`config.mk`:
```
export PLATFORM = sky130hd
export DESIGN_NAME = m_btb_predictor
export DESIGN_NICKNAME = d
export VERILOG_FILES = /design/src/rtl/m_btb_predictor.sv
export SDC_FILE = /design/constraint.sdc
export NUM_CORES = 1
export LEC_CHECK = 0
export ABC_AREA = 0
export CAP_MARGIN = 25
export CORE_MARGIN = 5
export CORE_UTILIZATION = 45
export DETAILED_ROUTE_END_ITERATION = 6
export PLACE_DENSITY = 0.69
export SETUP_SLACK_MARGIN = 0.4
export SYNTH_ARGS = -nofsm -noshare
export SYNTH_HDL_FRONTEND = slang
export SYNTH_SLANG_ARGS = --single-unit
```
`constraint.sdc`:
```
create_clock -name w_clk -period 11.67 [get_ports w_clk]
set_clock_uncertainty 0.05 [all_clocks]
set_input_delay 2.334 -clock w_clk [delete_from_list [all_inputs] [get_ports w_clk]]
set_output_delay 2.334 -clock w_clk [all_outputs]
set_load 0.005 [all_outputs]
```
`src/rtl/m_btb_predictor.sv`:
```
// Fully associative branch target buffer with saturating direction counters,
// true-LRU replacement, whole-table flush and update/misprediction statistics.
module m_btb_predictor #(
  parameter int ADDR_W  = 11,
  parameter int ENTRIES = 4,
  parameter int CNT_W   = 2
) (
  input  logic              w_clk,
  input  logic              w_rst_n,
  input  logic [ADDR_W-1:0] w_paddr,
  output logic              w_pre,
  output logic              w_pr,
  output logic [ADDR_W-1:0] w_ptgt,
  input  logic              w_be,
  input  logic [ADDR_W-1:0] w_baddr,
  input  logic              w_br,
  input  logic [ADDR_W-1:0] w_btgt,
  input  logic              w_flush,
  output logic [15:0]       w_nupd,
  output logic [15:0]       w_nmis
);

  localparam int AGE_W = $clog2(ENTRIES);
  localparam logic [CNT_W-1:0] CNT_WT  = CNT_W'(1 << (CNT_W - 1));
  localparam logic [CNT_W-1:0] CNT_WNT = CNT_W'((1 << (CNT_W - 1)) - 1);
  localparam logic [AGE_W-1:0] AGE_LRU = AGE_W'(ENTRIES - 1);

  logic [ENTRIES-1:0] valid_q, valid_d;
  logic [ADDR_W-1:0]  tag_q [ENTRIES];
  logic [ADDR_W-1:0]  tag_d [ENTRIES];
  logic [ADDR_W-1:0]  tgt_q [ENTRIES];
  logic [ADDR_W-1:0]  tgt_d [ENTRIES];
  logic [CNT_W-1:0]   cnt_q [ENTRIES];
  logic [CNT_W-1:0]   cnt_d [ENTRIES];
  logic [AGE_W-1:0]   age_q [ENTRIES];
  logic [AGE_W-1:0]   age_d [ENTRIES];
  logic [15:0]        nupd_q, nupd_d, nmis_q, nmis_d;

  logic               l_hit, u_hit, v_inv;
  logic [AGE_W-1:0]   l_idx, u_idx, v_inv_idx, v_lru_idx, sel_idx, sel_age;
  logic               u_pred;

  function automatic logic [CNT_W-1:0] sat_inc_cnt(input logic [CNT_W-1:0] c);
    return (c == {CNT_W{1'b1}}) ? c : c + CNT_W'(1);
  endfunction

  function automatic logic [CNT_W-1:0] sat_dec_cnt(input logic [CNT_W-1:0] c);
    return (c == '0) ? c : c - CNT_W'(1);
  endfunction

  function automatic logic [15:0] sat_inc16(input logic [15:0] c);
    return (c == 16'hFFFF) ? c : c + 16'd1;
  endfunction

  // Descending scans so the lowest matching index is the one left standing.
  always_comb begin
    l_hit     = 1'b0;
    l_idx     = '0;
    u_hit     = 1'b0;
    u_idx     = '0;
    v_inv     = 1'b0;
    v_inv_idx = '0;
    v_lru_idx = '0;
    for (int i = ENTRIES - 1; i >= 0; i--) begin
      if (valid_q[i] && tag_q[i] == w_paddr) begin
        l_hit = 1'b1;
        l_idx = AGE_W'(i);
      end
      if (valid_q[i] && tag_q[i] == w_baddr) begin
        u_hit = 1'b1;
        u_idx = AGE_W'(i);
      end
      if (!valid_q[i]) begin
        v_inv     = 1'b1;
        v_inv_idx = AGE_W'(i);
      end
      if (age_q[i] == AGE_LRU) begin
        v_lru_idx = AGE_W'(i);
      end
    end
  end

  assign w_pre  = l_hit;
  assign w_pr   = l_hit & cnt_q[l_idx][CNT_W-1];
  assign w_ptgt = w_pr ? tgt_q[l_idx] : w_paddr + ADDR_W'(1);

  assign sel_idx = u_hit ? u_idx : (v_inv ? v_inv_idx : v_lru_idx);
  assign sel_age = age_q[sel_idx];
  assign u_pred  = u_hit & cnt_q[u_idx][CNT_W-1];

  always_comb begin
    valid_d = valid_q;
    tag_d   = tag_q;
    tgt_d   = tgt_q;
    cnt_d   = cnt_q;
    age_d   = age_q;
    nupd_d  = nupd_q;
    nmis_d  = nmis_q;
    if (w_flush) begin
      valid_d = '0;
      for (int i = 0; i < ENTRIES; i++) age_d[i] = AGE_W'(i);
    end else if (w_be) begin
      nupd_d = sat_inc16(nupd_q);
      if (u_pred != w_br) nmis_d = sat_inc16(nmis_q);
      if (u_hit) begin
        cnt_d[sel_idx] = w_br ? sat_inc_cnt(cnt_q[sel_idx]) : sat_dec_cnt(cnt_q[sel_idx]);
        if (w_br) tgt_d[sel_idx] = w_btgt;
      end else begin
        valid_d[sel_idx] = 1'b1;
        tag_d[sel_idx]   = w_baddr;
        tgt_d[sel_idx]   = w_btgt;
        cnt_d[sel_idx]   = w_br ? CNT_WT : CNT_WNT;
      end
      for (int i = 0; i < ENTRIES; i++) begin
        if (age_q[i] < sel_age) age_d[i] = age_q[i] + AGE_W'(1);
      end
      age_d[sel_idx] = '0;
    end
  end

  always_ff @(posedge w_clk or negedge w_rst_n) begin
    if (!w_rst_n) begin
      valid_q <= '0;
      nupd_q  <= '0;
      nmis_q  <= '0;
      for (int i = 0; i < ENTRIES; i++) begin
        tag_q[i] <= '1;
        tgt_q[i] <= '0;
        cnt_q[i] <= CNT_WNT;
        age_q[i] <= AGE_W'(i);
      end
    end else begin
      valid_q <= valid_d;
      nupd_q  <= nupd_d;
      nmis_q  <= nmis_d;
      for (int i = 0; i < ENTRIES; i++) begin
        tag_q[i] <= tag_d[i];
        tgt_q[i] <= tgt_d[i];
        cnt_q[i] <= cnt_d[i];
        age_q[i] <= age_d[i];
      end
    end
  end

  assign w_nupd = nupd_q;
  assign w_nmis = nmis_q;

endmodule

```
# Yosys cells after proc, flatten, opt, wreduce, memory -nomap -nowiden
# Index checks and enable logic that the tools add are counted.
# W data, S select, Z words.
[word_totals] regBits=140 input_bits=38 out_inout_bits=45
[op_classes] add_sub_neg=9 mux=80 order_cmp=10 n_eq_ne=18 bitwise=12 reduce_logical=18
[op_table] op="$bwmux W44" count=2
[op_table] op="$eq A11 B11 Y1" count=8
[op_table] op="$mux W44" count=2
[op_table] op="$mux W2" count=43
[op_table] op="$mux W11" count=4
[op_table] op="$add A16 B1 Y16 const B" count=2
[op_table] op="$eq A16 B16 Y1 const B" count=2
[op_table] op="$mux W8" count=3
[op_table] op="$bmux W11 S2" count=1
[op_table] op="$demux W11 S2" count=1
[op_table] op="$bmux W2 S2" count=4
[op_table] op="$bwmux W8" count=2
[op_table] op="$mux W1" count=13
[op_table] op="$mux W4" count=3
[op_table] op="$add A11 B1 Y11 const B" count=1
[op_table] op="$add A2 B1 Y2 const B" count=5
[op_table] op="$eq A2 B2 Y1 const B" count=5
[op_table] op="$logic_and A1 B1 Y1" count=10
[op_table] op="$ge A3 B3 Y1 const B" count=3
[op_table] op="$not A2 Y3" count=3
[op_table] op="$reduce_and A3 Y1" count=3
[op_table] op="$and A8 B8 Y8" count=1
[op_table] op="$lt A2 B2 Y1" count=4
[op_table] op="$not A8 Y8" count=1
[op_table] op="other kinds (15)" count=21

# Longest topological paths before layout
[depth] word_depth=18 depth_mapped=11

# Worst setup path after synthesis
# Ideal clock, no wire load.
[synth_timing] kind="input to output" from="input w_paddr[6]" to="output w_ptgt[1]" arrival_time_ps=4567 path_stages=10 slack_ps=4719 path_cell_list="clkbuf_1 -> xnor2_1 -> nand4_1 -> nor3_1 -> a21oi_1 -> nor2_1 -> clkbuf_1 -> mux2i_1 -> mux2i_1 -> mux2_2"
[synth_via] elab_chain_len=12 elab_cells_between_ends=25
[synth_lines] item="from (decl)" line_no="10" source="input logic [ADDR_W-1:0] w_paddr,"
[synth_lines] item="$eq A11 B11 Y1" line_no="65" source="if (valid_q[i] && tag_q[i] == w_paddr) begin"
[synth_lines] item="$logic_and A1 B1 Y1" line_no="65"
[synth_lines] item="$mux W2 (4 in series)" line_no="65"
[synth_lines] item="$not A2 Y3 (not written as such)" line_no="84, 85"
[synth_lines] item="$bmux W2 S2" line_no="84" source="assign w_pr = l_hit & cnt_q[l_idx][CNT_W-1];"
[synth_lines] item="$mux W2 (not written as such) (2 in series)" line_no="84"
[synth_lines] item="$and A1 B1 Y1" line_no="84"
[synth_lines] item="$mux W11 (*)" line_no="85" source="assign w_ptgt = w_pr ? tgt_q[l_idx] : w_paddr + ADDR_W'(1);"
[synth_lines] item="to (decl)" line_no="13" source="output logic [ADDR_W-1:0] w_ptgt,"
# Every way passes the cells marked *; elsewhere a longest branch is shown, timed or not. The select of a mux whose other input is x is not followed.

# Worst setup path after layout
[layout_timing] from="input w_paddr[0]" to="output w_ptgt[0]"
# The elaborated chain is that of the path after synthesis.

==> summary.md <==
Timing
- 0 — number of endpoints failing setup at the final stage
- 3480 ps — worst path setup slack after routing
- 0 — final number of max-transition violations
- 70.2% — final period utilization
- 122 MHz — upper clock frequency limit
- 32.9% — worst slew margin relative to its limit
- 998 ps — Worst Tran Pin Value
- no — RSZ-0062 raised after global routing
- 0 — final count of hold timing violations
- 0 ps — total negative setup slack
- 8190 ps — fin crit period

Global route
- 20.9% — gr usage total
- 0 — GRT Residual Overflow
- 36000 microns — first-pass GRT wire length
- 80 — pin count of the biggest net entering global routing
- 6386 — via count of the first global-routing pass
- 0 — number of antenna violations at the first check in global routing

Synthesis
- 18.8% — mux share of post-synthesis cell area
- dfrtp_1 — Top FF cell, synth
- 25.7% — share of the synthesized area in the top cell type
- multiplexers — main combinational cell family by area after synthesis
- 8.16% — share of the synthesized area in compound gates (AO/OA/AOI/OAI)
- 71 — number of distinct standard cells referenced by the synthesized netlist
- 804 — synthesized netlist cell count
- 0.00858 sq mm — post-synthesis instance area
- 13.1% — post-synthesis xor/xnor area fraction
- 0 — Ys Warns
- 1.40% — adder and majority cell fraction of the synthesized area
- dfrtp_1, dfstp_2, mux2_2, xnor2_1, mux2i_1 — ranking of synthesized cells by area
- 0 — number of flops mapped to enable cells by yosys
- 140 — number of storage elements in the synthesis netlist
- 13.9% — simple logic cell fraction of the synthesized area
- 10.7 sq um — Avg Inst Size Synth
- dfrtp_1 — cell type with the highest aggregate area in the netlist
- 849 — Post-Syn Nets
- 100% — fraction of registers with async set or reset after synthesis
- 41.6% — register area share after synthesis

Power
- 0.120 mV — Max IR drop VDD
- 174 mW/mm^2 — power density over the cells
- 3.79 nW — Leakage Power

Routing
- 0 — post-route ant nets
- 0 — drc violations
- 6 — first-pass iteration count of the detailed router
- 5.91 — Vias per Instance
- 20.1 microns — WL per Instance
- 6626 — vias
- 22500 microns — final wirelength
- 590 — initial drt markers

Die
- 50 — FP Rows
- 0.0188 sq mm — floorplan core area
- 148 microns — Die Y-Extent
- 148 microns — horizontal extent of the die
- 83 — I/O pin count
- 0.0219 sq mm — overall die area
- 45.7% — starting utilization of the core area

Critical path
- output pin — critical path endpoint category
- 7690 ps — worst reg-to-reg setup slack
- input port — crit path launch type
- 5810 ps — arrival time of data at the critical path endpoint
- clkdlybuf4s50_1 — critical path's slowest cell
- 23 — maximum fanout count along the critical path
- clkdlybuf4s50_1 -> xnor2_1 -> nand4_1 -> nor3_1 -> a21oi_1 -> nor2_2 -> buf_4 -> mux2i_1 -> o21ai_1 -> buf_4 -> mux2i_1 -> clkdlybuf4s50_1 — sequence of cells on the critical path
- 640 ps — largest stage delay on the critical path
- input port to output pin — critical path start-end classification
- 9290 ps — Critical Path RT

Final layout
- 0 — number of diodes added for antenna fixing
- 920 — count of nets after finishing
- 18.6% — P&R area growth vs syn
- 1662 — count of filler cells inserted in the layout
- 24.3% — fraction of final layout cells sized beyond drive strength 1
- 1122 — final std cells w/o fill

Clock network
- 140 — CTS Sinks
- 0 — number of setup buffers added after CTS
- 430 ps — clock insertion delay at the later pin of the skew report
- 4 — deepest level of the CTS H-tree
- 0 — cts repair resizes
- done — CTS tree
- clkbuf_16 — cell at the root of the clock tree
- 60 ps — clock slew at reported path FFs
- 0 — hold-fix buffer count after cts
- 2 — deepest clock path buffer count
- 17 — CTS Buf Count

Flow run
- 0 — maxcap violations

Place
- 16600 microns — estimated wirelength of the detail-placed design
- 0.990 — last weighted congestion value of the routability-driven placer
- 1087 — placed insts
- 3580 ps — Worst Setup Slack post-DPL
- 82 — number of port buffers

Min path
- flop to flop — Min-Delay Path Class

Status
- completed — outcome

path summary, 6_finish.rpt:
check                            from        end  cells past startpoint
max                        w_paddr[0]  w_ptgt[0]                     12
min                         w_nmis[6]  w_nmis[6]                      1
max reg2reg                  tag_q[0]   tgt_q[9]                      9
min reg2reg                 w_nmis[6]  w_nmis[6]                      1
max in group asynchronous     w_rst_n  w_nupd[2]                      3
min in group asynchronous     w_rst_n   age_q[2]                      1
worst max-delay path: cells and delay by family:
family | cells | cell delay, ps
XOR/XNOR | 1 | 320
AO/OA/AOI/OAI | 2 | 280
multiplexers | 2 | 450
AND/OR/NAND/NOR | 3 | 600
buffers and inverters | 4 | 1810
area by class of cell:
type	count	area, sq um	area share [%]
clock inverter	8	60.1	0.590
sequential	140	3570	35.1
clock buffer	24	503	4.94
tap	234	293	2.88
inverter	20	75.1	0.737
timing repair buffer	94	930	9.13
multi-input combinational	602	4750	46.7
sequential cells by signal (all words and copies together) (netlist names):
name	cells
age_q	8
w_nupd	16
valid_q	4
cnt_q	8
tgt_q	44
tag_q	44
w_nmis	16
power breakdown:
group	total [W]	leakage, nW	switching [W]	internal (W)
logic	0.000474	1.85	0.000220	0.000254
registers	0.000780	1.67	0.000137	0.000643
clock network	0.000520	0.272	0.000217	0.000303
synth_stat cells, types with 5 or more instances:
library cell and number:
o21ai_0 19, nor2_1 34, nand4_1 53, and2_1 5, xor2_1 20, dfrtp_1 88
nor4_1 7, clkbuf_1 18, mux2i_1 45, ha_1 7, nand2_1 37, a21oi_1 12
a31oi_1 8, mux2_2 102, nand3_1 23, inv_1 20, or3_1 7, nor3_1 30
xnor2_1 105, buf_2 19, dfstp_2 52, a211oi_1 9
metal layers:
layer	global-route usage, %	vias up	share of wire (%)
li1	-	3089	-
met1	29.2	3266	45
met2	32.3	233	46
met3	4.81	38	5.9
met4	7.07	0	2.6
met5	0	-	0
kinds of logic after synthesis:
logic type,after synthesis
AOI/OAI and AO/OA,95
muxes,148
adders and majority gates,10
DFF,140
buffers and inverters,62
xor gates and xnor gates,127
and+or+nand+nor,222
through the flow:
step                      hold slack, ps  total power [W]  utilization [%]  instance area, sq um
after detailed placement             433          0.00126             51.0                  9580
after global routing                 463          0.00186             54.2                 10200
final                                439          0.00177             54.2                 10200
after floorplan                      430          0.00107                -                  8580
after global placement               430          0.00124             50.9                  9550
after CTS                            443          0.00178             54.0                 10100
layout by cell type, fill, tap and decap left out, types with 23 or more instances in the layout:
master | Yosys | layout
nor3_1 | 30 | 30
dfstp_2 | 52 | 52
nor2_1 | 34 | 33
nand3_1 | 23 | 23
clkdlybuf4s50_1 | 0 | 81
xnor2_1 | 105 | 105
mux2i_1 | 45 | 45
mux2_2 | 102 | 102
nand4_1 | 53 | 53
dfrtp_1 | 88 | 88
nand2_1 | 37 | 37
Note: power is estimated with default switching activity, not from simulation.
